`config.mk`:
```
export PLATFORM = sky130hd
export DESIGN_NAME = pipe_cla_adder
export DESIGN_NICKNAME = d
export VERILOG_FILES = /design/src/rtl/pipe_adder_pkg.sv /design/src/rtl/cla_group.sv /design/src/rtl/pipe_cla_adder.sv
export SDC_FILE = /design/constraint.sdc
export NUM_CORES = 1
export LEC_CHECK = 0
export BUFFER_PORTS_ARGS = -buffer_cell sky130_fd_sc_hd__buf_2
export CAP_MARGIN = 20
export CORE_ASPECT_RATIO = 1.25
export CORE_MARGIN = 10
export CORE_UTILIZATION = 55
export CTS_CLUSTER_DIAMETER = 40
export DETAILED_ROUTE_END_ITERATION = 12
export PLACE_DENSITY = 0.84
export SYNTH_ARGS = -nofsm -noshare
export SYNTH_HDL_FRONTEND = slang
export SYNTH_SLANG_ARGS = --single-unit
```
`constraint.sdc`:
```
create_clock -name clk -period 2.45 [get_ports clk]
set_input_delay 0.49 -clock clk [delete_from_list [all_inputs] [get_ports clk]]
set_output_delay 0.49 -clock clk [all_outputs]
set_load 0.01 [all_outputs]
```
`src/rtl/pipe_adder_pkg.sv`:
```
// rtl/pipe_adder_pkg.sv - shared constants, slice-width helper and stage record for pipe_cla_adder
package pipe_adder_pkg;

  localparam int DEF_WIDTH  = 32;
  localparam int DEF_STAGES = 2;
  localparam int DEF_GROUP  = 4;

  function automatic int slice_width(input int width, input int stages);
    return width / stages;
  endfunction

  // Stage record at the default width; the adder declares the same layout at its own WIDTH.
  typedef struct packed {
    logic                 valid;
    logic [DEF_WIDTH-1:0] sum;
    logic [DEF_WIDTH-1:0] a;
    logic [DEF_WIDTH-1:0] b;
    logic                 carry;
    logic                 msb_cin;
  } stage_t;

endpackage

```
`src/rtl/cla_group.sv`:
```
// rtl/cla_group.sv - GROUP-bit carry-lookahead adder with group propagate/generate outputs
module cla_group
  import pipe_adder_pkg::*;
#(
  parameter int GROUP = DEF_GROUP
) (
  input  logic [GROUP-1:0] a,
  input  logic [GROUP-1:0] b,
  input  logic             ci,
  output logic [GROUP-1:0] s,
  output logic             co,
  output logic             p,
  output logic             g
);

  logic [GROUP-1:0] pi;
  logic [GROUP-1:0] gi;
  logic [GROUP:0]   c;
  logic             run_g;
  logic             run_p;

  assign pi = a ^ b;
  assign gi = a & b;

  // Each carry is a flat sum of products so no carry waits on the one below it.
  always_comb begin
    c     = '0;
    c[0]  = ci;
    run_g = 1'b0;
    run_p = 1'b0;
    for (int i = 0; i < GROUP; i++) begin
      run_g = gi[i];
      run_p = pi[i];
      for (int j = i - 1; j >= 0; j--) begin
        run_g = run_g | (run_p & gi[j]);
        run_p = run_p & pi[j];
      end
      c[i+1] = run_g | (run_p & ci);
    end
  end

  // Kept apart from the carry block so group p/g never depend on ci.
  always_comb begin
    g = 1'b0;
    for (int i = 0; i < GROUP; i++) begin
      g = gi[i] | (pi[i] & g);
    end
  end

  assign p  = &pi;
  assign s  = pi ^ c[GROUP-1:0];
  assign co = c[GROUP];

endmodule

```
`src/rtl/pipe_cla_adder.sv`:
```
// rtl/pipe_cla_adder.sv - pipelined carry-lookahead adder/subtractor, one WIDTH/STAGES slice per stage
module pipe_cla_adder
  import pipe_adder_pkg::*;
#(
  parameter int WIDTH  = DEF_WIDTH,
  parameter int STAGES = DEF_STAGES,
  parameter int GROUP  = DEF_GROUP
) (
  input  logic             clk,
  input  logic             reset_n,
  input  logic             i_valid,
  output logic             o_ready,
  input  logic [WIDTH-1:0] i_data1,
  input  logic [WIDTH-1:0] i_data2,
  input  logic             i_sub,
  output logic             o_valid,
  input  logic             i_ready,
  output logic [WIDTH-1:0] o_sum,
  output logic             o_co,
  output logic             o_ovf
);

  localparam int S    = slice_width(WIDTH, STAGES);
  localparam int NG   = S / GROUP;
  localparam int LAST = STAGES - 1;

  typedef struct packed {
    logic             valid;
    logic [WIDTH-1:0] sum;
    logic [WIDTH-1:0] a;
    logic [WIDTH-1:0] b;
    logic             carry;
    logic             msb_cin;
  } stage_reg_t;

  if (WIDTH % (STAGES * GROUP) != 0) begin : g_bad_cfg
    $error("pipe_cla_adder: WIDTH must be a multiple of STAGES*GROUP");
  end

  for (genvar k = 0; k < STAGES; k++) begin : g_stage
    stage_reg_t       r;
    logic             adv;
    logic             vin;
    logic [WIDTH-1:0] a_in;
    logic [WIDTH-1:0] b_in;
    logic [WIDTH-1:0] sum_in;
    logic [WIDTH-1:0] sum_next;
    logic             cin;
    logic             cout;
    logic             c_acc;
    logic             msb_cin;
    logic [S-1:0]     a_sl;
    logic [S-1:0]     b_sl;
    logic [S-1:0]     s_slice;
    logic [NG-1:0]    gp;
    logic [NG-1:0]    gg;
    logic [NG-1:0]    gci;
    logic [NG-1:0]    unused_co;

    // B is inverted once at entry; the stored b field is already B'.
    if (k == 0) begin : g_entry
      assign vin    = i_valid;
      assign a_in   = i_data1;
      assign b_in   = i_data2 ^ {WIDTH{i_sub}};
      assign cin    = i_sub;
      assign sum_in = '0;
    end else begin : g_body
      assign vin    = g_stage[k-1].r.valid;
      assign a_in   = g_stage[k-1].r.a;
      assign b_in   = g_stage[k-1].r.b;
      assign cin    = g_stage[k-1].r.carry;
      assign sum_in = g_stage[k-1].r.sum;
    end

    if (k == LAST) begin : g_tail
      logic unused_ops;
      assign adv        = !r.valid || i_ready;
      assign unused_ops = ^{r.a, r.b};
    end else begin : g_link
      logic unused_msb;
      assign adv        = !r.valid || g_stage[k+1].adv;
      assign unused_msb = r.msb_cin;
    end

    assign a_sl = a_in[k*S +: S];
    assign b_sl = b_in[k*S +: S];

    for (genvar j = 0; j < NG; j++) begin : g_grp
      cla_group #(.GROUP(GROUP)) u_grp (
        .a  (a_sl[j*GROUP +: GROUP]),
        .b  (b_sl[j*GROUP +: GROUP]),
        .ci (gci[j]),
        .s  (s_slice[j*GROUP +: GROUP]),
        .co (unused_co[j]),
        .p  (gp[j]),
        .g  (gg[j])
      );
    end

    // Second lookahead level: group carries come from group p/g, not from group co.
    always_comb begin
      c_acc = cin;
      gci   = '0;
      for (int j = 0; j < NG; j++) begin
        gci[j] = c_acc;
        c_acc  = gg[j] | (gp[j] & c_acc);
      end
      cout = c_acc;
    end

    assign msb_cin = s_slice[S-1] ^ a_sl[S-1] ^ b_sl[S-1];

    always_comb begin
      sum_next          = sum_in;
      sum_next[k*S +: S] = s_slice;
    end

    always_ff @(posedge clk or negedge reset_n) begin
      if (!reset_n) begin
        r <= '0;
      end else if (adv) begin
        r.valid <= vin;
        if (vin) begin
          r.sum     <= sum_next;
          r.a       <= a_in;
          r.b       <= b_in;
          r.carry   <= cout;
          r.msb_cin <= msb_cin;
        end
      end
    end
  end

  assign o_ready = g_stage[0].adv;
  assign o_valid = g_stage[LAST].r.valid;
  assign o_sum   = g_stage[LAST].r.sum;
  assign o_co    = g_stage[LAST].r.carry;
  assign o_ovf   = g_stage[LAST].r.msb_cin ^ g_stage[LAST].r.carry;

endmodule

```
Yosys cells after proc, flatten, opt, wreduce, memory -nomap -nowiden --
Index checks and enable logic that the tools add are counted. W data, S select, Z words.
Word-level totals: bits in registers 117, latch bits 0, memory bits (writable) 0, ROM bits 0, output and inout bits 36, memories kept 0
Cells by class: add/sub/neg operators 0, multiply operators 0, divide/modulo/power cells 0, $lt $le $gt $ge 0, equal/unequal tests 0, shifts and indexed selects 0, muxes and demuxes 0, bitwise operators 196, reduce and logical (&&, ||, !) cells 14
Operators with widths (count):
- $and A1 B1 Y1 | 96
- $or A1 B1 Y1 | 72
- $xor A4 B4 Y4 | 16
- $and A4 B4 Y4 | 8
- $reduce_and A4 Y1 | 8
- $xor A32 B32 Y32 | 1
- $reduce_and A2 Y1 | 2
- $xor A1 B1 Y1 | 3
- $logic_not A1 Y1 | 2
- $logic_or A1 B1 Y1 | 2

Depth between registers and ports, before layout --
Gate-level depths: netlist (run 1).
depth in word-level cells 17, gate-level depth with buffers 13, depth with buffers taken out 11

By module --
From an unflattened synthesis (run 1), not the netlist that was laid out.
Unflattened totals: cell total of the unflattened synthesis 448, area, all modules 5442.7 sq um
By module, submodules not included:
- pipe_cla_adder | times used 1, cells an instance 272, area each 3982.6 sq um, sequential area each 2127.0 sq um
- cla_group (g_stage[0].g_grp[0].u_grp ...) | times used 7, cells an instance 22, area each 182.7 sq um, sequential area each 0.0 sq um
- cla_group (g_stage[0].g_grp[1].u_grp) | times used 1, cells an instance 22, area each 181.4 sq um, sequential area each 0.0 sq um

Worst setup path before layout (run 1) --
Ideal clock, no wire load.
path type input -> register, from input port i_sub, to register g_stage[0].r (netlist bit g_stage[1].sum_in[12]), setup time 83 ps, arrival time 3152 ps, required time 2367 ps, path slack -785 ps, stages 12, path buffers 2, cells stage by stage buf_2 buf_1 xor2_1 ha_1 a2111oi_2 o21ai_1 a31oi_2 a21o_1 o21ai_1 nor2_1 fa_1 o21ai_0
On the way: word-level cells in the longest chain between the ends 14, elaborated cells between the ends (all ways) 36, classes of those cells bitwise (33); reduce/logical (3)
Ends and longest elaborated chain:
- from (decl) | RTL line pipe_cla_adder.sv:15 | input logic i_sub,
- $xor A32 B32 Y32 | RTL line pipe_cla_adder.sv:64 | assign b_in = i_data2 ^ {WIDTH{i_sub}};
- $xor A4 B4 Y4 / $and A4 B4 Y4 (equally long branches) | RTL line cla_group.sv:22, cla_group.sv:23
- $and A1 B1 Y1 | RTL line cla_group.sv:46 | g = gi[i] | (pi[i] & g);
- $or A1 B1 Y1 | RTL line cla_group.sv:46
- $and A1 B1 Y1 | RTL line cla_group.sv:46
- $or A1 B1 Y1 | RTL line cla_group.sv:46
- $and A1 B1 Y1 | RTL line cla_group.sv:46
- $or A1 B1 Y1 | RTL line cla_group.sv:46
- $or A1 B1 Y1 | RTL line pipe_cla_adder.sv:106 | c_acc = gg[j] | (gp[j] & c_acc);
- $and A1 B1 Y1 | RTL line pipe_cla_adder.sv:106
- $or A1 B1 Y1 | RTL line pipe_cla_adder.sv:106
- $and A1 B1 Y1 | RTL line pipe_cla_adder.sv:106
- $or A1 B1 Y1 | RTL line pipe_cla_adder.sv:106
- $xor A4 B4 Y4 (*) | RTL line cla_group.sv:51 | assign s = pi ^ c[GROUP-1:0];
- to (decl) | RTL line pipe_cla_adder.sv:41 | stage_reg_t r;
Every way passes the cells marked *; elsewhere a longest branch is shown, timed or not. A chain may end at the register's enable or synchronous reset.

Worst setup path after layout (run 1) --
Ends and elaborated chain as after synthesis.

==> results.sh, run 1 <==
export IMPL_startpoint_type="input pin"
export IMPL_hold_path_class="input pin to async pin"
export IMPL_route_vias_total=3554
export IMPL_ir_drop_v=0.0002781
export IMPL_power_total_mw=4.803
export IMPL_syn_cell_area_um2=4965
export IMPL_fin_area_um2=5878
export IMPL_routed_wl_um=10650
export IMPL_clock_skew_ns=0.01095
export IMPL_core_um2=8748
export IMPL_fin_crit_sh=1.014
export IMPL_cts_made_buffers=9
export IMPL_synth_warnings=0
export IMPL_clock_fmax_mhz=402.7
export IMPL_avgViaCountPerCell=5.143
export IMPL_fillers=697
export IMPL_crit_type="input pin to register"
export IMPL_start_util=0.5675
export IMPL_post_drt_wl_per_cell_um=15.42
export IMPL_route_detailed_drc=0
export IMPL_placed_area_um2=5577
export IMPL_pre_cts_slack_ns=-0.4839
export IMPL_firstDrtPassIters=4
export IMPL_drive_gt1_frac=0.3796
export IMPL_synth_area_per_cell_um2=10.65
export IMPL_rows=38
export IMPL_port_buffers=104
export IMPL_synth_edff_count=0
export IMPL_synth_area_leaders="dfrtp_1 43%, ha_1 8.1%, mux2_2 7.7%"
export IMPL_rsz0062_at_grt="true"
export IMPL_worst_slack_ns=-0.03308
export IMPL_endpoint_kind="register"
export IMPL_ios=105
export IMPL_path_max_fanout=5
export IMPL_synthToLayoutAreaGrowth_pct=18.40
export IMPL_arrival_ns=2.75
export IMPL_maxSlewViolCount=0
export IMPL_track_usage=0.1633
export IMPL_cts_hold_buf=0
export IMPL_grt_pass1_vias=3907
export IMPL_dp_hpwl_um=8330
export IMPL_violations="negative setup slack"
export IMPL_grt_pass1_wl_um=17840
export IMPL_ys_seq_area_frac=0.4284
export IMPL_power_switching_mw=1.692
export IMPL_worst_slew_pin_slew_ns=0.4851
export IMPL_outcome="finished, violations left"
export IMPL_ys_flop_type="dfrtp_1"
export IMPL_synth_nets=574
export IMPL_p_sw_frac=0.3523
export IMPL_ant_nets=0
export IMPL_synth_cells=466
export IMPL_synth_largest_area_cell="dfrtp_1"
export IMPL_synthTopCellsByCount="85 x dfrtp_1, 54 x nand2_1, 43 x o21ai_0, 37 x xor2_1, 34 x mux2_2"
export IMPL_combPwrFrac=0.404
export IMPL_power_density_nw_per_um2=817.1
export IMPL_drt_initial_drc_count=89
export IMPL_synth_async_reset_ratio=1.000
export IMPL_power_leakage_nw=2.829
export IMPL_finalNetCount=674
export IMPL_drv_cap=0
export IMPL_htreeDepth=3
export IMPL_antenna_found_initial=2
export IMPL_min_period_ns=2.483
export IMPL_clk_pin_slew_ns=0.08
export IMPL_hold_viol=0
export IMPL_synth_most_common_cell="dfrtp_1"
export IMPL_ys_seq_elements=85
export IMPL_cp_data_required_time_ns=2.72
export IMPL_clockBufferDepth=2
export IMPL_yosysUniqueCellTypes=48
export IMPL_fp_dieW_um=105.0
export IMPL_synth_top_area_frac=0.4284
export IMPL_clk_latency_ns=0.35
export IMPL_grt_ovfl_total=0
export IMPL_maxSlewHeadroom=0.6766
export IMPL_root_buffer="clkbuf_8"
export IMPL_tritoncts="built"
export IMPL_grt_max_degree=81
export IMPL_setup_viol=1
export IMPL_regToRegSetupSlack_ns=0.09
export IMPL_p_clk_frac=0.169
export IMPL_gp_congestion=0.8018
export IMPL_seqPwrFrac=0.427
export IMPL_internal_power_mw=3.111
export IMPL_die_y_um=126.2
export IMPL_cts_sinks=85
export IMPL_die_area_um2=13250
## per-stage QoR
| step | cells | setup TNS (ns) | utilization | hold WS (ns) |
|---|---|---|---|---|
| 2_1_floorplan | 466 | -1.689 | - | 0.1944 |
| 3_3_place_gp | 668 | -2.134 | 0.6374 | 0.4553 |
| 3_5_place_dp | 668 | -3.141 | 0.6374 | 0.4578 |
| 4_1_cts | 683 | -0.1003 | 0.6569 | 0.1009 |
| 5_1_grt | 689 | -0.2078 | 0.6713 | 0.1165 |
| 6_report | 691 | -0.03308 | 0.6719 | 0.09726 |
## cells in the final DEF, fill, tap and decap left out, types with 3 or more instances in the layout
cell / instances
o21ai_0: 40
a31oi_1: 3
a21o_1: 4
mux2_2: 34
inv_1: 15
nor2_1: 13
a21oi_2: 3
buf_2: 101
dfrtp_1: 85
nand2_1: 52
o21ai_1: 6
a21oi_1: 14
fa_1: 7
o21a_1: 3
buf_12: 3
clkinv_2: 3
clkbuf_8: 9
xnor2_1: 18
o21ai_2: 3
o211ai_1: 3
nor3_1: 3
ha_1: 28
xor2_1: 36
nand2b_1: 6
buf_4: 31
## sequential cells by signal, summed over array words and instances, names as in the netlist
name            flops
g_stage.vin         1
g_stage.b_in       16
g_stage.r           1
o_co                1
g_stage.cin         1
g_stage.sum_in     16
g_stage.a_in       16
o_sum              32
o_valid             1
## worst max-delay path, stage by stage
cell	delay (ns)
buf_8	0.11
xor2_1	0.15
ha_1	0.34
a2111oi_4	0.39
o21ai_2	0.14
a31oi_2	0.23
a21o_1	0.14
o21ai_2	0.07
nor2_2	0.10
fa_1	0.43
o21ai_1	0.15
## final cells by class
type                       instances  area [um2]  share of cell area
clock inverter                     3       15.01            0.002554
antenna                            2       5.005           0.0008514
timing repair buffer             138       835.8              0.1422
tap                              120       150.1             0.02554
multi-input combinational        317        2557              0.4351
inverter                          15       56.30            0.009579
clock buffer                      11       131.4             0.02235
sequential                        85        2127              0.3619
## kinds of logic (layout without fill, tap and decap cells)
| family | Yosys count | count (layout) | share of synthesized area |
|---|---|---|---|
| AO/OA/AOI/OAI | 99 | 99 | 0.1333 |
| AND/OR/NAND/NOR | 88 | 88 | 0.07787 |
| flip-flops | 85 | 85 | 0.4284 |
| buffers and inverters | 64 | 167 | 0.07333 |
| XOR/XNOR | 55 | 55 | 0.09703 |
| adder cells (fa/ha/maj) | 39 | 39 | 0.1089 |
| multiplexers | 36 | 36 | 0.08115 |
| other | 0 | 2 | 0 |
## timing repair
action / in CTS / in global routing
endpoints found under the setup margin: 3 / 7
resized for setup: 2 / 18
endpoints found under the hold margin: 0 / 0
cloned: 0 / 0
pin swaps: 1 / 15
buffers inserted: 1 / 6
## metal layers
metal | part of all wire | global-route usage | wire (um)
met5 | 0 | 0 | 0
met1 | 0.40 | 0.1749 | 4223
met3 | 0.056 | 0.04949 | 599
met4 | 0.018 | 0.06392 | 187
met2 | 0.53 | 0.2934 | 5641
## worst paths after layout
kind / start / endpoint / depth (start not counted)
setup / recovery: i_sub / g_stage[1].sum_in[12] / 11
hold / removal: reset_n / g_stage[1].a_in[17] / 1
setup reg to reg: g_stage[1].a_in[18] / o_sum[29] / 9
hold reg to reg: o_sum[31] / o_sum[31] / 2
max in group asynchronous: reset_n / o_sum[15] / 2
min in group clk: i_valid / g_stage[1].vin / 2
## power groups by stage
| stage | registers [mW] | clock network [mW] | logic [mW] |
|---|---|---|---|
| after global routing | 2.11 | 0.885 | 2.18 |
| after floorplan | 2.01 | 0 | 1.55 |
| after CTS | 2.05 | 0.832 | 1.89 |
| after global placement | 2.05 | 0 | 1.79 |
| final | 2.05 | 0.811 | 1.94 |
| after detailed placement | 2.08 | 0 | 1.87 |
No activity file was read; power rests on OpenSTA's default activity.
==> run 2: changes to the inputs <==
--- a/config.mk
+++ b/config.mk
@@ -5,14 +5,16 @@
 export SDC_FILE = /design/constraint.sdc
 export NUM_CORES = 1
 export LEC_CHECK = 0
+export ABC_AREA = 1
 export BUFFER_PORTS_ARGS = -buffer_cell sky130_fd_sc_hd__buf_2
 export CAP_MARGIN = 20
 export CORE_ASPECT_RATIO = 1.25
 export CORE_MARGIN = 10
-export CORE_UTILIZATION = 55
+export CORE_UTILIZATION = 57
+export CTS_BUF_LIST = sky130_fd_sc_hd__clkbuf_8
 export CTS_CLUSTER_DIAMETER = 40
 export DETAILED_ROUTE_END_ITERATION = 12
-export PLACE_DENSITY = 0.84
+export PLACE_DENSITY = 0.87
 export SYNTH_ARGS = -nofsm -noshare
 export SYNTH_HDL_FRONTEND = slang
 export SYNTH_SLANG_ARGS = --single-unit
==> results.sh, run 2 <==
export IMPL_maxSlewViolCount=0
export IMPL_postCtsSetupBuffers=0
export IMPL_post_drt_wl_per_cell_um=14.48
export IMPL_worst_slew_pin_slew_ns=0.9022
export IMPL_synth_warnings=0
export IMPL_port_buffers=104
export IMPL_synth_top_area_frac=0.4209
export IMPL_slowest_delay_ns=0.35
export IMPL_tritoncts="built"
export IMPL_clk_pin_slew_ns=0.08
export IMPL_grt_ovfl_total=0
export IMPL_cpMaxStageDelayCell="fa_2"
export IMPL_rsz0062_at_grt="false"
export IMPL_maxSlewHeadroom=0.3979
export IMPL_power_leakage_nw=3.141
export IMPL_crit_chain="clkbuf_4 > buf_12 > xor2_1 > ha_1 > inv_2 > o21bai_1 > a21oi_1 > nand2_2 > nand2_1 > nand2_2 > inv_2 > fa_2 > xor2_1 > o21ai_0"
export IMPL_route_vias_total=4095
export IMPL_drive_gt1_frac=0.2683
export IMPL_die_y_um=125.3
export IMPL_htreeDepth=3
export IMPL_synth_largest_area_cell="dfrtp_1"
export IMPL_min_period_ns=2.321
export IMPL_synth_most_common_cell="nand2_1"
export IMPL_rows=38
export IMPL_clock_fmax_mhz=430.8
export IMPL_synth_area_per_cell_um2=8.624
export IMPL_synth_area_leaders="dfrtp_1 42%, nand2_1 12%, ha_1 7.9%"
export IMPL_ys_seq_area_frac=0.4209
export IMPL_start_util=0.5840
export IMPL_cts_resized=0
export IMPL_setup_viol=0
export IMPL_power_density_nw_per_um2=829.5
export IMPL_ys_flop_type="dfrtp_1"
export IMPL_r2r_cells=13
export IMPL_yosysUniqueCellTypes=32
export IMPL_syn_cell_area_um2=5054
export IMPL_ant_nets=0
export IMPL_reg2reg_from="g_stage[1].a_in[17]"
export IMPL_startpoint_type="input pin"
export IMPL_power_total_mw=4.835
export IMPL_synth_nets=694
export IMPL_grt_pass1_wl_um=19570
export IMPL_finish_utilization=0.6735
export IMPL_ys_seq_elements=85
export IMPL_outcome="completed"
export IMPL_clk_latency_ns=0.35
export IMPL_crit_type="input pin to register"
export IMPL_grt_max_degree=46
export IMPL_arrival_ns=2.59
export IMPL_antenna_found_initial=0
export IMPL_hold_slack_ns=0.06078
export IMPL_die_area_um2=13060
export IMPL_synth_async_reset_ratio=1.000
export IMPL_core_um2=8653
export IMPL_routed_wl_um=11610
export IMPL_n_antenna_cell=0
export IMPL_path_max_fanout=8
export IMPL_firstDrtPassIters=5
export IMPL_dp_cells=787
export IMPL_ir_drop_v=0.0003563
export IMPL_endpoint_kind="register"
export IMPL_ios=105
export IMPL_drv_cap=0
export IMPL_fp_dieW_um=104.2
export IMPL_largest_reg_flops=32
export IMPL_gp_congestion=0.8484
export IMPL_clock_skew_ns=0.008556
export IMPL_fin_crit_sh=0.9474
export IMPL_grt_pass1_vias=4286
export IMPL_synth_cells=586
export IMPL_root_buffer="clkbuf_8"
export IMPL_synthTopCellsByCount="167 x nand2_1, 85 x dfrtp_1, 49 x inv_1, 38 x o21ai_0"
export IMPL_regToRegSetupSlack_ns=0.21
export IMPL_avgViaCountPerCell=5.106
export IMPL_cts_sinks=85
export IMPL_fin_tns_setup_ns=0
export IMPL_hold_viol=0
export IMPL_timing_rr_end="o_sum[29]"
export IMPL_synth_edff_count=0
export IMPL_drt_initial_drc_count=140
export IMPL_crit_path_end="g_stage[1].sum_in[13]"
export IMPL_final_common_cell="nand2_1"
export IMPL_synthToLayoutAreaGrowth_pct=15.33
export IMPL_route_detailed_drc=0
export IMPL_cts_hold_buf=0
export IMPL_final_cell_mix="166 x nand2_1, 102 x buf_2, 85 x dfrtp_1"
export IMPL_instances_no_fill=802
export IMPL_finalNetCount=786
export IMPL_hold_path_class="input pin to async pin"
export IMPL_cp_data_required_time_ns=2.72
export IMPL_clockBufferDepth=2
export IMPL_crit_start="i_sub"
export IMPL_cts_made_buffers=9
export IMPL_dp_hpwl_um=9020
export IMPL_track_usage=0.1800
[run 2: cell count changes in the layout (fill, tap and decap cells not counted), moves of 8 or more]
| cell | delta |
|---|---|
| inv_1 | +33 |
| mux2_2 | -34 |
| nand2_1 | +114 |
| nand2_2 | +10 |
| nand3_1 | +18 |
| nor2_1 | +8 |
| o21ai_1 | +8 |
| xor2_1 | -8 |
[run 2: critical path: cells and delay by family]
| kind | cells | cell delay (ns) |
|---|---|---|
| and+or+nand+nor | 3 | 0.25 |
| AOI/OAI and AO/OA | 3 | 0.43 |
| xor gates and xnor gates | 2 | 0.31 |
| adders and majority gates | 2 | 0.67 |
| buffers and inverters | 4 | 0.45 |
[run 2: area by class of cell]
| class | count | area (um2) |
|---|---|---|
| clock buffer | 10 | 137.6 |
| tap | 120 | 150.1 |
| inverter | 52 | 195.2 |
| multi-input combinational | 398 | 2430 |
| clock inverter | 5 | 27.53 |
| sequential | 85 | 2127 |
| fill | 693 | 2825 |
| timing repair buffer | 132 | 760.7 |
[run 2: worst min-delay path by stage]
stage | startpoint | endpoint | slack, ns | cells past startpoint
6_report | reset_n | g_stage[1].b_in[19] | 0.06 | 1
5_1_grt | reset_n | g_stage[1].b_in[19] | 0.08 | 1
4_1_cts | reset_n | g_stage[1].b_in[19] | 0.06 | 1
3_5_place_dp | reset_n | g_stage[1].b_in[19] | 0.45 | 1
3_3_place_gp | reset_n | g_stage[1].a_in[18] | 0.45 | 1
2_1_floorplan | reset_n | g_stage[1].a_in[16] | 0.19 | 0
[run 2: logic make-up after synthesis]
family	synth area share
simple gates	0.2018
buf+inv	0.1030
flops	0.4209
compound gates	0.08047
xor+xnor	0.08492
fa+ha+maj	0.1070
mux	0.001981
[run 2: metrics by stage]
step	instance area [um2]	setup slack, ns
final	5828	0.1289
after global routing	5828	0.02103
after CTS	5809	0.09152
after detailed placement	5644	-0.2734
after global placement	5644	-0.1442
after floorplan	5090	-0.1400
[run 2: layer usage]
| metal | up-vias | routed length [um] | global-route usage |
|---|---|---|---|
| met5 | - | 0 | 0 |
| li1 | 2005 | - | - |
| met1 | 1950 | 4605 | 0.1975 |
| met2 | 109 | 6188 | 0.3274 |
| met4 | 0 | 370 | 0.08696 |
| met3 | 31 | 445 | 0.03186 |
[run 2: power by group]
| group | total [mW] | internal [mW] | switching (mW) |
|---|---|---|---|
| clock | 0.861 | 0.383 | 0.478 |
| sequential | 2.06 | 1.82 | 0.244 |
| combinational | 1.91 | 0.796 | 1.12 |
| total | 4.83 | 3.00 | 1.84 |
